## src/rtl/mul_pkg.sv

```systemverilog
// mul_pkg: shared FSM states, NZCV flag bit positions and default operand width
// for the iterative multiply unit.
package mul_pkg;

    typedef enum logic [1:0] {IDLE, RUN, DONE} state_t;

    localparam int NZCV_N = 3;
    localparam int NZCV_Z = 2;
    localparam int NZCV_C = 1;
    localparam int NZCV_V = 0;

    localparam int DEF_WIDTH = 32;

endpackage

```

## src/rtl/mul_step.sv

```systemverilog
// mul_step: one combinational radix-2 iteration. Conditionally adds or subtracts
// the shifted multiplicand into the partial product, then shifts the multiplicand left.
module mul_step #(
    parameter int W = 64
) (
    input  logic [W-1:0] i_pp,
    input  logic [W-1:0] i_mcand,
    input  logic         i_bit,
    input  logic         i_sub,
    output logic [W-1:0] o_pp,
    output logic [W-1:0] o_mcand
);

    assign o_pp    = !i_bit ? i_pp : (i_sub ? i_pp - i_mcand : i_pp + i_mcand);
    assign o_mcand = i_mcand << 1;

endmodule

```

## src/rtl/mul_unit.sv

```systemverilog
// mul_unit: WIDTH-cycle shift-add multiplier/accumulator with NZCV flag update.
// Define MUL_UNIT_LONG_MUL_EN to add the signed/unsigned long (2*WIDTH) multiply.
module mul_unit
    import mul_pkg::*;
#(
    parameter int WIDTH = DEF_WIDTH
) (
    input  logic             clk,
    input  logic             rst,
    input  logic             start,
    input  logic             flush,
    input  logic [WIDTH-1:0] op_a,
    input  logic [WIDTH-1:0] op_b,
    input  logic [WIDTH-1:0] op_c,
    input  logic             acc,
    input  logic             s,
    input  logic [3:0]       nzcv_in,
`ifdef MUL_UNIT_LONG_MUL_EN
    input  logic             long_op,
    input  logic             signed_op,
    input  logic [WIDTH-1:0] op_d,
    output logic [WIDTH-1:0] result_hi,
`endif
    output logic             ready,
    output logic             done,
    output logic [WIDTH-1:0] result,
    output logic [3:0]       nzcv_out
);

`ifdef MUL_UNIT_LONG_MUL_EN
    localparam int PW = 2 * WIDTH;
`else
    localparam int PW = WIDTH;
`endif
    localparam int CW = $clog2(WIDTH);

    state_t           r_state;
    state_t           w_state_next;
    logic [PW-1:0]    r_pp;
    logic [PW-1:0]    r_mcand;
    logic [WIDTH-1:0] r_mplier;
    logic [CW-1:0]    r_cnt;
    logic             r_s;
    logic [3:0]       r_nzcv;
    logic [WIDTH-1:0] r_result;
    logic [3:0]       r_nzcv_out;
    logic [PW-1:0]    w_pp_next;
    logic [PW-1:0]    w_mcand_next;
    logic [PW-1:0]    w_mcand_init;
    logic [PW-1:0]    w_addend;
    logic [3:0]       w_nzcv_next;
    logic             w_sub;
    logic             w_last;
    logic             w_accept;
    logic             w_n;
    logic             w_z;

    assign w_last   = r_cnt == CW'(WIDTH - 1);
    assign w_accept = start && ready && !flush;

`ifdef MUL_UNIT_LONG_MUL_EN
    logic             r_long;
    logic             r_signed;
    logic [WIDTH-1:0] r_result_hi;
    logic [WIDTH-1:0] w_hi;

    assign w_mcand_init = {{WIDTH{signed_op & op_a[WIDTH-1]}}, op_a};
    assign w_addend     = !acc ? '0 : (long_op ? {op_d, op_c} : {{WIDTH{1'b0}}, op_c});
    // Two's complement multiplier: its MSB carries weight -2^(WIDTH-1).
    assign w_sub        = r_signed && w_last;
    assign w_hi         = r_long ? w_pp_next[PW-1:WIDTH] : '0;
    assign w_n          = r_long ? w_hi[WIDTH-1] : w_pp_next[WIDTH-1];
    assign w_z          = (w_pp_next[WIDTH-1:0] == '0) && (w_hi == '0);
    assign result_hi    = r_result_hi;
`else
    assign w_mcand_init = op_a;
    assign w_addend     = acc ? op_c : '0;
    assign w_sub        = 1'b0;
    assign w_n          = w_pp_next[WIDTH-1];
    assign w_z          = w_pp_next[WIDTH-1:0] == '0;
`endif

    mul_step #(.W(PW)) u_step (
        .i_pp    (r_pp),
        .i_mcand (r_mcand),
        .i_bit   (r_mplier[0]),
        .i_sub   (w_sub),
        .o_pp    (w_pp_next),
        .o_mcand (w_mcand_next)
    );

    always_comb begin
        w_nzcv_next = r_nzcv;
        if (r_s) begin
            w_nzcv_next[NZCV_N] = w_n;
            w_nzcv_next[NZCV_Z] = w_z;
        end
    end

    always_comb begin
        w_state_next = r_state;
        ready        = r_state != RUN;
        done         = r_state == DONE;
        if (flush)
            w_state_next = IDLE;
        else if (r_state == RUN)
            w_state_next = w_last ? DONE : RUN;
        else
            w_state_next = start ? RUN : IDLE;
    end

    always_ff @(posedge clk or negedge rst) begin
        if (!rst) begin
            r_state    <= IDLE;
            r_pp       <= '0;
            r_mcand    <= '0;
            r_mplier   <= '0;
            r_cnt      <= '0;
            r_s        <= 1'b0;
            r_nzcv     <= '0;
            r_result   <= '0;
            r_nzcv_out <= '0;
`ifdef MUL_UNIT_LONG_MUL_EN
            r_long      <= 1'b0;
            r_signed    <= 1'b0;
            r_result_hi <= '0;
`endif
        end else begin
            r_state <= w_state_next;
            if (w_accept) begin
                r_pp     <= w_addend;
                r_mcand  <= w_mcand_init;
                r_mplier <= op_b;
                r_cnt    <= '0;
                r_s      <= s;
                r_nzcv   <= nzcv_in;
`ifdef MUL_UNIT_LONG_MUL_EN
                r_long   <= long_op;
                r_signed <= signed_op;
`endif
            end else if (r_state == RUN && !flush) begin
                r_pp     <= w_pp_next;
                r_mcand  <= w_mcand_next;
                r_mplier <= r_mplier >> 1;
                r_cnt    <= r_cnt + CW'(1);
                if (w_last) begin
                    r_result   <= w_pp_next[WIDTH-1:0];
                    r_nzcv_out <= w_nzcv_next;
`ifdef MUL_UNIT_LONG_MUL_EN
                    r_result_hi <= w_hi;
`endif
                end
            end
        end
    end

    assign result   = r_result;
    assign nzcv_out = r_nzcv_out;

endmodule

```

## config.mk

```make
export PLATFORM = sky130hd
export DESIGN_NAME = mul_unit
export DESIGN_NICKNAME = d
export VERILOG_FILES = /design/src/rtl/mul_pkg.sv /design/src/rtl/mul_step.sv /design/src/rtl/mul_unit.sv
export SDC_FILE = /design/constraint.sdc
export NUM_CORES = 1
export LEC_CHECK = 0
export ABC_AREA = 1
export CAP_MARGIN = 0
export CORE_ASPECT_RATIO = 0.75
export CORE_MARGIN = 2
export CORE_UTILIZATION = 45
export DETAILED_ROUTE_END_ITERATION = 10
export PLACE_DENSITY = 0.76
export SLEW_MARGIN = 20
export SYNTH_ARGS = -nofsm -noshare
export SYNTH_HDL_FRONTEND = slang
export SYNTH_HIERARCHICAL = 1
export SYNTH_SLANG_ARGS = --single-unit
```

## constraint.sdc

```tcl
create_clock -name clk -period 3.4 [get_ports clk]
set_clock_uncertainty 0.15 [all_clocks]
set_input_delay 0.68 -clock clk [delete_from_list [all_inputs] [get_ports clk]]
set_output_delay 0.68 -clock clk [all_outputs]
set_load 0.005 [all_outputs]
```

# After elaboration in Yosys (flattened, before gate mapping)
# Cells that the tools add are included.
dict set report word_totals {
  out_inout_bits 38
  inputBits 106
  word_cells 38
  reg_bits 144
}
dict set report classes {
  muxes 15
  bitwise_logic 1
  addsub 2
  n_reduce_logical 7
  n_eq_ne 4
}
# cell n
set op_table {}
lappend op_table {{$mux W32} 8}
lappend op_table {{$add A32 B32 Y32} 1}
lappend op_table {{$logic_not A32 Y1} 1}
lappend op_table {{$mux W5} 2}
lappend op_table {{$mux W2} 4}
lappend op_table {{$add A5 B1 Y5 const B} 1}
lappend op_table {{$eq A5 B5 Y1 const B} 1}
lappend op_table {{$logic_and A1 B1 Y1} 3}
lappend op_table {{$reduce_and A3 Y1} 1}
lappend op_table {{$eq A2 B1 Y1 const B} 1}
lappend op_table {{$eq A2 B2 Y1 const B} 1}
lappend op_table {{$ne A2 B1 Y1 const B} 1}
lappend op_table {{$reduce_bool A2 Y1} 1}
lappend op_table {{$logic_not A1 Y1} 1}
lappend op_table {{$mux W1} 1}
lappend op_table {{$not A1 Y1} 1}

# Logic depth before layout (Yosys ltp)
dict set report logic_depth {
  ltp_word 5
  ltp_mapped 31
  ltp_nobuf 31
}

# By module
# The synthesis kept the hierarchy.
# module area_each_um2 instances cells_per_inst seq_area_each_um2
set modules_own_cells {}
lappend modules_own_cells {mul_unit 6179.7 1 714 3603.5}
lappend modules_own_cells {mul_step 3947.5 1 778 0.0}

# Least setup slack after synthesis
# Ideal clock, no wire load.
dict set report synth_timing {
  path_kind {register -> register}
  from {register r_mcand[0]}
  to {register r_nzcv_out[2] (netlist: nzcv_out[2])}
  setup_slack_ps 192
  synth_period_minus_slack_ps 3208
  n_path_buf 0
  setup_time_ps 77
  t_arrival_ps 2981
  path_stages_with_launch 27
  t_required_ps 3173
  cell_sequence {dfrtp_1 inv_1 ha_1 nand3_2 nor2_4 nand2_4 o21ai_4 o211ai_2 xnor2_1 ha_1 nand2_1 inv_1 a21oi_1 nand2_1 nand2_1 nand2_1 a21oi_1 nand2_1 nand3_1 nand2_1 nor2_1 nand2_1 nor2_1 nand2_1 nor2_1 nand2_1 a21oi_1}
}
dict set report synth_between {
  elab_chain_len 4
}
# item line_no
set synth_lines {}
lappend synth_lines {{from (decl)} mul_unit.sv:40} ;# logic [PW-1:0] r_mcand;
lappend synth_lines {{from (signal assigned)} mul_unit.sv:132} ;# r_mcand <= w_mcand_init;
lappend synth_lines {{from (signal assigned)} mul_unit.sv:143} ;# r_mcand <= w_mcand_next;
lappend synth_lines {{$add A32 B32 Y32} mul_step.sv:14} ;# assign o_pp = !i_bit ? i_pp : (i_sub ? i_pp - i_mcand : i_pp + i_mcand);
lappend synth_lines {{$mux W32} mul_step.sv:14}
lappend synth_lines {{net w_pp_next[31]} mul_unit.sv:47} ;# logic [PW-1:0] w_pp_next;
lappend synth_lines {{$logic_not A32 Y1} mul_unit.sv:80} ;# assign w_z = w_pp_next[WIDTH-1:0] == '0;
lappend synth_lines {{$mux W2} mul_unit.sv:94} ;# if (r_s) begin
lappend synth_lines {{to (signal assigned)} mul_unit.sv:148} ;# r_nzcv_out <= w_nzcv_next;
lappend synth_lines {{to (decl)} mul_unit.sv:46} ;# logic [3:0] r_nzcv_out;
# The timed path passes the listed nets, and every way through them passes these cells.
# A chain may end at the register's enable or synchronous reset.

# Worst setup path after layout
dict set report layout_timing {
  from {register r_mcand[1]}
  to {register r_nzcv_out[2] (netlist: nzcv_out[2])}
}
# Same word-level chain as after synthesis.

==> impl_metrics.yaml <==
run_status:
  status: "complete, but fails checks"
  failed_checks: "negative setup slack"
power:
  power_per_cell_area_nw_per_um2: 696
  vdd_ir_drop_max_v: 0.000447
  report.power.total_mw: 10.0
  cellLeakagePower_nw: 7.05
synthesis:
  synth_seq_cells: 144
  synth_async_sr_flop_share_pct: 100
  yosys_warnings: 6
  synth_enable_flop_cells: 0
  synthDominantCellAreaShare_pct: 35.6
  yosysSeqAreaShare_pct: 35.6
  post_synth.cell_area_avg_sq_um: 6.79
  synth_cell_type_count: 44
  synth_top_cells_by_area: "sky130_fd_sc_hd__dfrtp_1, sky130_fd_sc_hd__nand2_1, sky130_fd_sc_hd__inv_1"
  synth_area_leader_cell: "sky130_fd_sc_hd__dfrtp_1"
  synth_area_sq_um: 10100
  synthFlopType: "sky130_fd_sc_hd__dfrtp_1"
  netlist_instances: 1492
timing:
  timing.slew.headroom_pct: 52.5
  grt_setup_unrepaired: "yes"
  period_share_pct: 108
  finalHoldViolations: 0
  finalWorstPathRequiredPeriod_ps: 3690
  fmax_mhz: 271
  fin_ws_ps: -288
  setup_viol: 10
  setup_tns_ps: -503
  maxSlewViolCount: 0
  worst-slew-pin-transition_ps: 710
  hold_slack_ps: 16.1
worst_setup_path:
  path_delay_family: "simple AND/OR/NAND/NOR gates"
  critPathArrivalTime_ps: 3910
  critical_path.max_fanout: 4
  critical_path.endpoint_type: "flip-flop"
  worstPathBufferInverterCount: 2
  critical_path.max_stage_delay_ps: 390
  regToRegStartpoint: "r_mcand[1]$_DFFE_PN0P_"
  setup.reg_to_reg.worst_slack_ps: -290
  cpMaxStageDelayCell: "sky130_fd_sc_hd__dfrtp_1"
  crit-reg2reg-capture: "nzcv_out[2]$_DFFE_PN0P_"
  worst-endpoint-required_ps: 3620
  startpoint_type: "flip-flop"
  ff2ff_path_depth: 27
  worst_path_most_repeated_cell: "sky130_fd_sc_hd__nand2_1"
  timing_worst_setup_path_type: "reg2reg"
cells_and_area:
  insertedDiodeCount: 0
  postLayoutCoreUtil_pct: 65.3
  fill_count: 1900
  layout_common_cells: "sky130_fd_sc_hd__nand2_1, sky130_fd_sc_hd__buf_4, sky130_fd_sc_hd__inv_1"
  layout_commonest_cell: "sky130_fd_sc_hd__nand2_1"
  final_nets: 1911
  syn2layout_area_growth_pct: 42.1
  drive_gt1_share_pct: 24.2
  finish.instance_area_sq_um: 14400
  layoutNonFillerInstCount: 2077
routing:
  avgRoutedWirePerCell_microns: 15.9
  drc: 0
  post_drt_via_cell_ratio: 5.15
  drt-pass1-iter-count: 5
  wirelength_microns: 33000
  antenna_left: 0
  drtIter0Drc: 811
  routed-via-count: 10694
floorplanning:
  design.die.area_sq_um: 23700
  top_level_ports: 144
  floorplan.initialDensity_pct: 45.9
  core_area_sq_um: 22100
  num_rows: 47
  chipWidth_microns: 177
  y_dimension_of_the_die_microns: 134
clock_tree:
  ctsRootBufferMaster: "sky130_fd_sc_hd__clkbuf_16"
  ctsHtreeMaxLevel: 4
  cts_sinks: 144
  numCtsBuffers: 17
  clock_insertion_delay_at_the_later_pin_of_the_skew_report_ps: 450
  tritoncts: "done"
  cts.clk_slew.worst_paths_ps: 70
  clock_path_buffers: 2
  cts_hold_buffers: 0
place:
  pre_cts_ws_ps: -353
  dp.cells: 2027
  buffers_on_ports: 143
  placement.cell_area_sq_um: 12800
  detailed_place_hpwl_microns: 24300
  gp_congestion: 0.972
global_routing:
  grt_overflow: 0
  number_of_antenna_violations_at_the_first_check_in_global_routing: 0
  grtUsageTotal_pct: 27.5
  grt_pass1_vias: 10136
  grt_start_max_net_pins: 73
  grt_first_pass_wirelength_microns: 50800
run:
  max_cap_viol_count: 0
hold_path:
  path_class_of_the_lowest_slack_min_delay_path: "in2async"
==> Yosys cell counts (all sizes together) (9+ instances only) <==
| cell type | number |
|---|---|
| xnor2 | 18 |
| o211ai | 36 |
| nand2 | 606 |
| a21oi | 33 |
| clkbuf | 25 |
| nor3 | 10 |
| o21ai | 66 |
| dfrtp | 144 |
| nand3b | 9 |
| ha | 34 |
| nor2 | 112 |
| buf | 54 |
| xor2 | 24 |
| inv | 173 |
| nand3 | 112 |
| nand4 | 12 |
==> registers in the layout (all words and copies together), names as in the netlist <==
register	count
r_pp	32
result	32
r_nzcv	4
r_state	2
r_mcand	32
r_mplier	32
r_s	1
r_cnt	5
nzcv_out	4
==> logic make-up after synthesis <==
| group | count (synthesis) | synth area share (%) |
|---|---|---|
| AO/OA/AOI/OAI | 148 | 9.34 |
| XOR/XNOR | 42 | 3.63 |
| adder cells (fa/ha/maj) | 35 | 4.40 |
| buffers and inverters | 253 | 11.2 |
| flip-flops | 144 | 35.6 |
| other | 2 | 0.0742 |
| AND/OR/NAND/NOR | 868 | 35.8 |
==> power by group <==
group / switching [mW] / internal [mW] / leakage [nW] / total, mW
Sequential: 0.321 / 2.00 / 1.89 / 2.32
Clock: 0.859 / 1.19 / 0.313 / 2.05
Combinational: 3.13 / 2.51 / 4.85 / 5.64
==> worst max path at each step <==
stage	start	to	slack, ps	cells after the start
2_1_floorplan	r_mcand[0]$_DFFE_PN0P_	nzcv_out[2]$_DFFE_PN0P_	190	26
3_3_place_gp	r_mcand[0]$_DFFE_PN0P_	nzcv_out[2]$_DFFE_PN0P_	-350	27
3_5_place_dp	r_mcand[1]$_DFFE_PN0P_	nzcv_out[2]$_DFFE_PN0P_	-350	27
4_1_cts	r_mcand[5]$_DFFE_PN0P_	nzcv_out[2]$_DFFE_PN0P_	-200	26
5_1_grt	r_mcand[15]$_DFFE_PN0P_	nzcv_out[2]$_DFFE_PN0P_	-460	24
6_report	r_mcand[1]$_DFFE_PN0P_	nzcv_out[2]$_DFFE_PN0P_	-290	27
==> timing repair <==
action                     in CTS  in global routing
buffers inserted               10                  8
pin swaps                      27                 67
gates resized for setup        53                150
setup endpoints to repair      27                 44
==> final cells by class <==
class                   instances  area, sq um  share of cell area [%]
repair buffers                332         2890                    20.1
clock inverters                15          215                    1.50
well taps                     294          368                    2.56
multi-input cells            1101         6230                    43.3
inverters                     174          656                    4.55
flip-flops and latches        144         3610                    25.1
clock buffers                  17          425                    2.96
==> per-layer routing <==
layer | vias up | track usage, % | share of wire [%]
met2 | 392 | 42.5 | 46
met1 | 5028 | 38.6 | 45
met4 | 0 | 9.55 | 2.3
li1 | 5209 | - | -
met3 | 65 | 5.24 | 7.2
met5 | - | 0 | 0
==> worst reg2reg max path: stages, from the launching register on <==
cell                       delay [ps]
sky130_fd_sc_hd__dfrtp_1          390
sky130_fd_sc_hd__inv_2             90
sky130_fd_sc_hd__ha_4             150
sky130_fd_sc_hd__nand3_4          100
sky130_fd_sc_hd__nor2_4           150
sky130_fd_sc_hd__nand2_4           90
sky130_fd_sc_hd__o21ai_4          190
sky130_fd_sc_hd__o211ai_2         150
sky130_fd_sc_hd__xnor2_2          360
sky130_fd_sc_hd__ha_4             300
sky130_fd_sc_hd__nand2_4           70
sky130_fd_sc_hd__nand2_4           60
sky130_fd_sc_hd__nand2_2           60
sky130_fd_sc_hd__nand3_2           70
sky130_fd_sc_hd__buf_6            130
sky130_fd_sc_hd__nand2_2           50
sky130_fd_sc_hd__nand2_2           50
sky130_fd_sc_hd__a21oi_2          130
sky130_fd_sc_hd__nand3b_1          90
sky130_fd_sc_hd__nand3_1           70
sky130_fd_sc_hd__nand2_1           80
sky130_fd_sc_hd__nor2_2           110
sky130_fd_sc_hd__nand2_1           50
sky130_fd_sc_hd__nor2_1           100
sky130_fd_sc_hd__nand2_1           80
sky130_fd_sc_hd__nor2_1           100
sky130_fd_sc_hd__nand2_1           60
sky130_fd_sc_hd__a21oi_1          130
No activity file was read; power rests on OpenSTA's default activity.
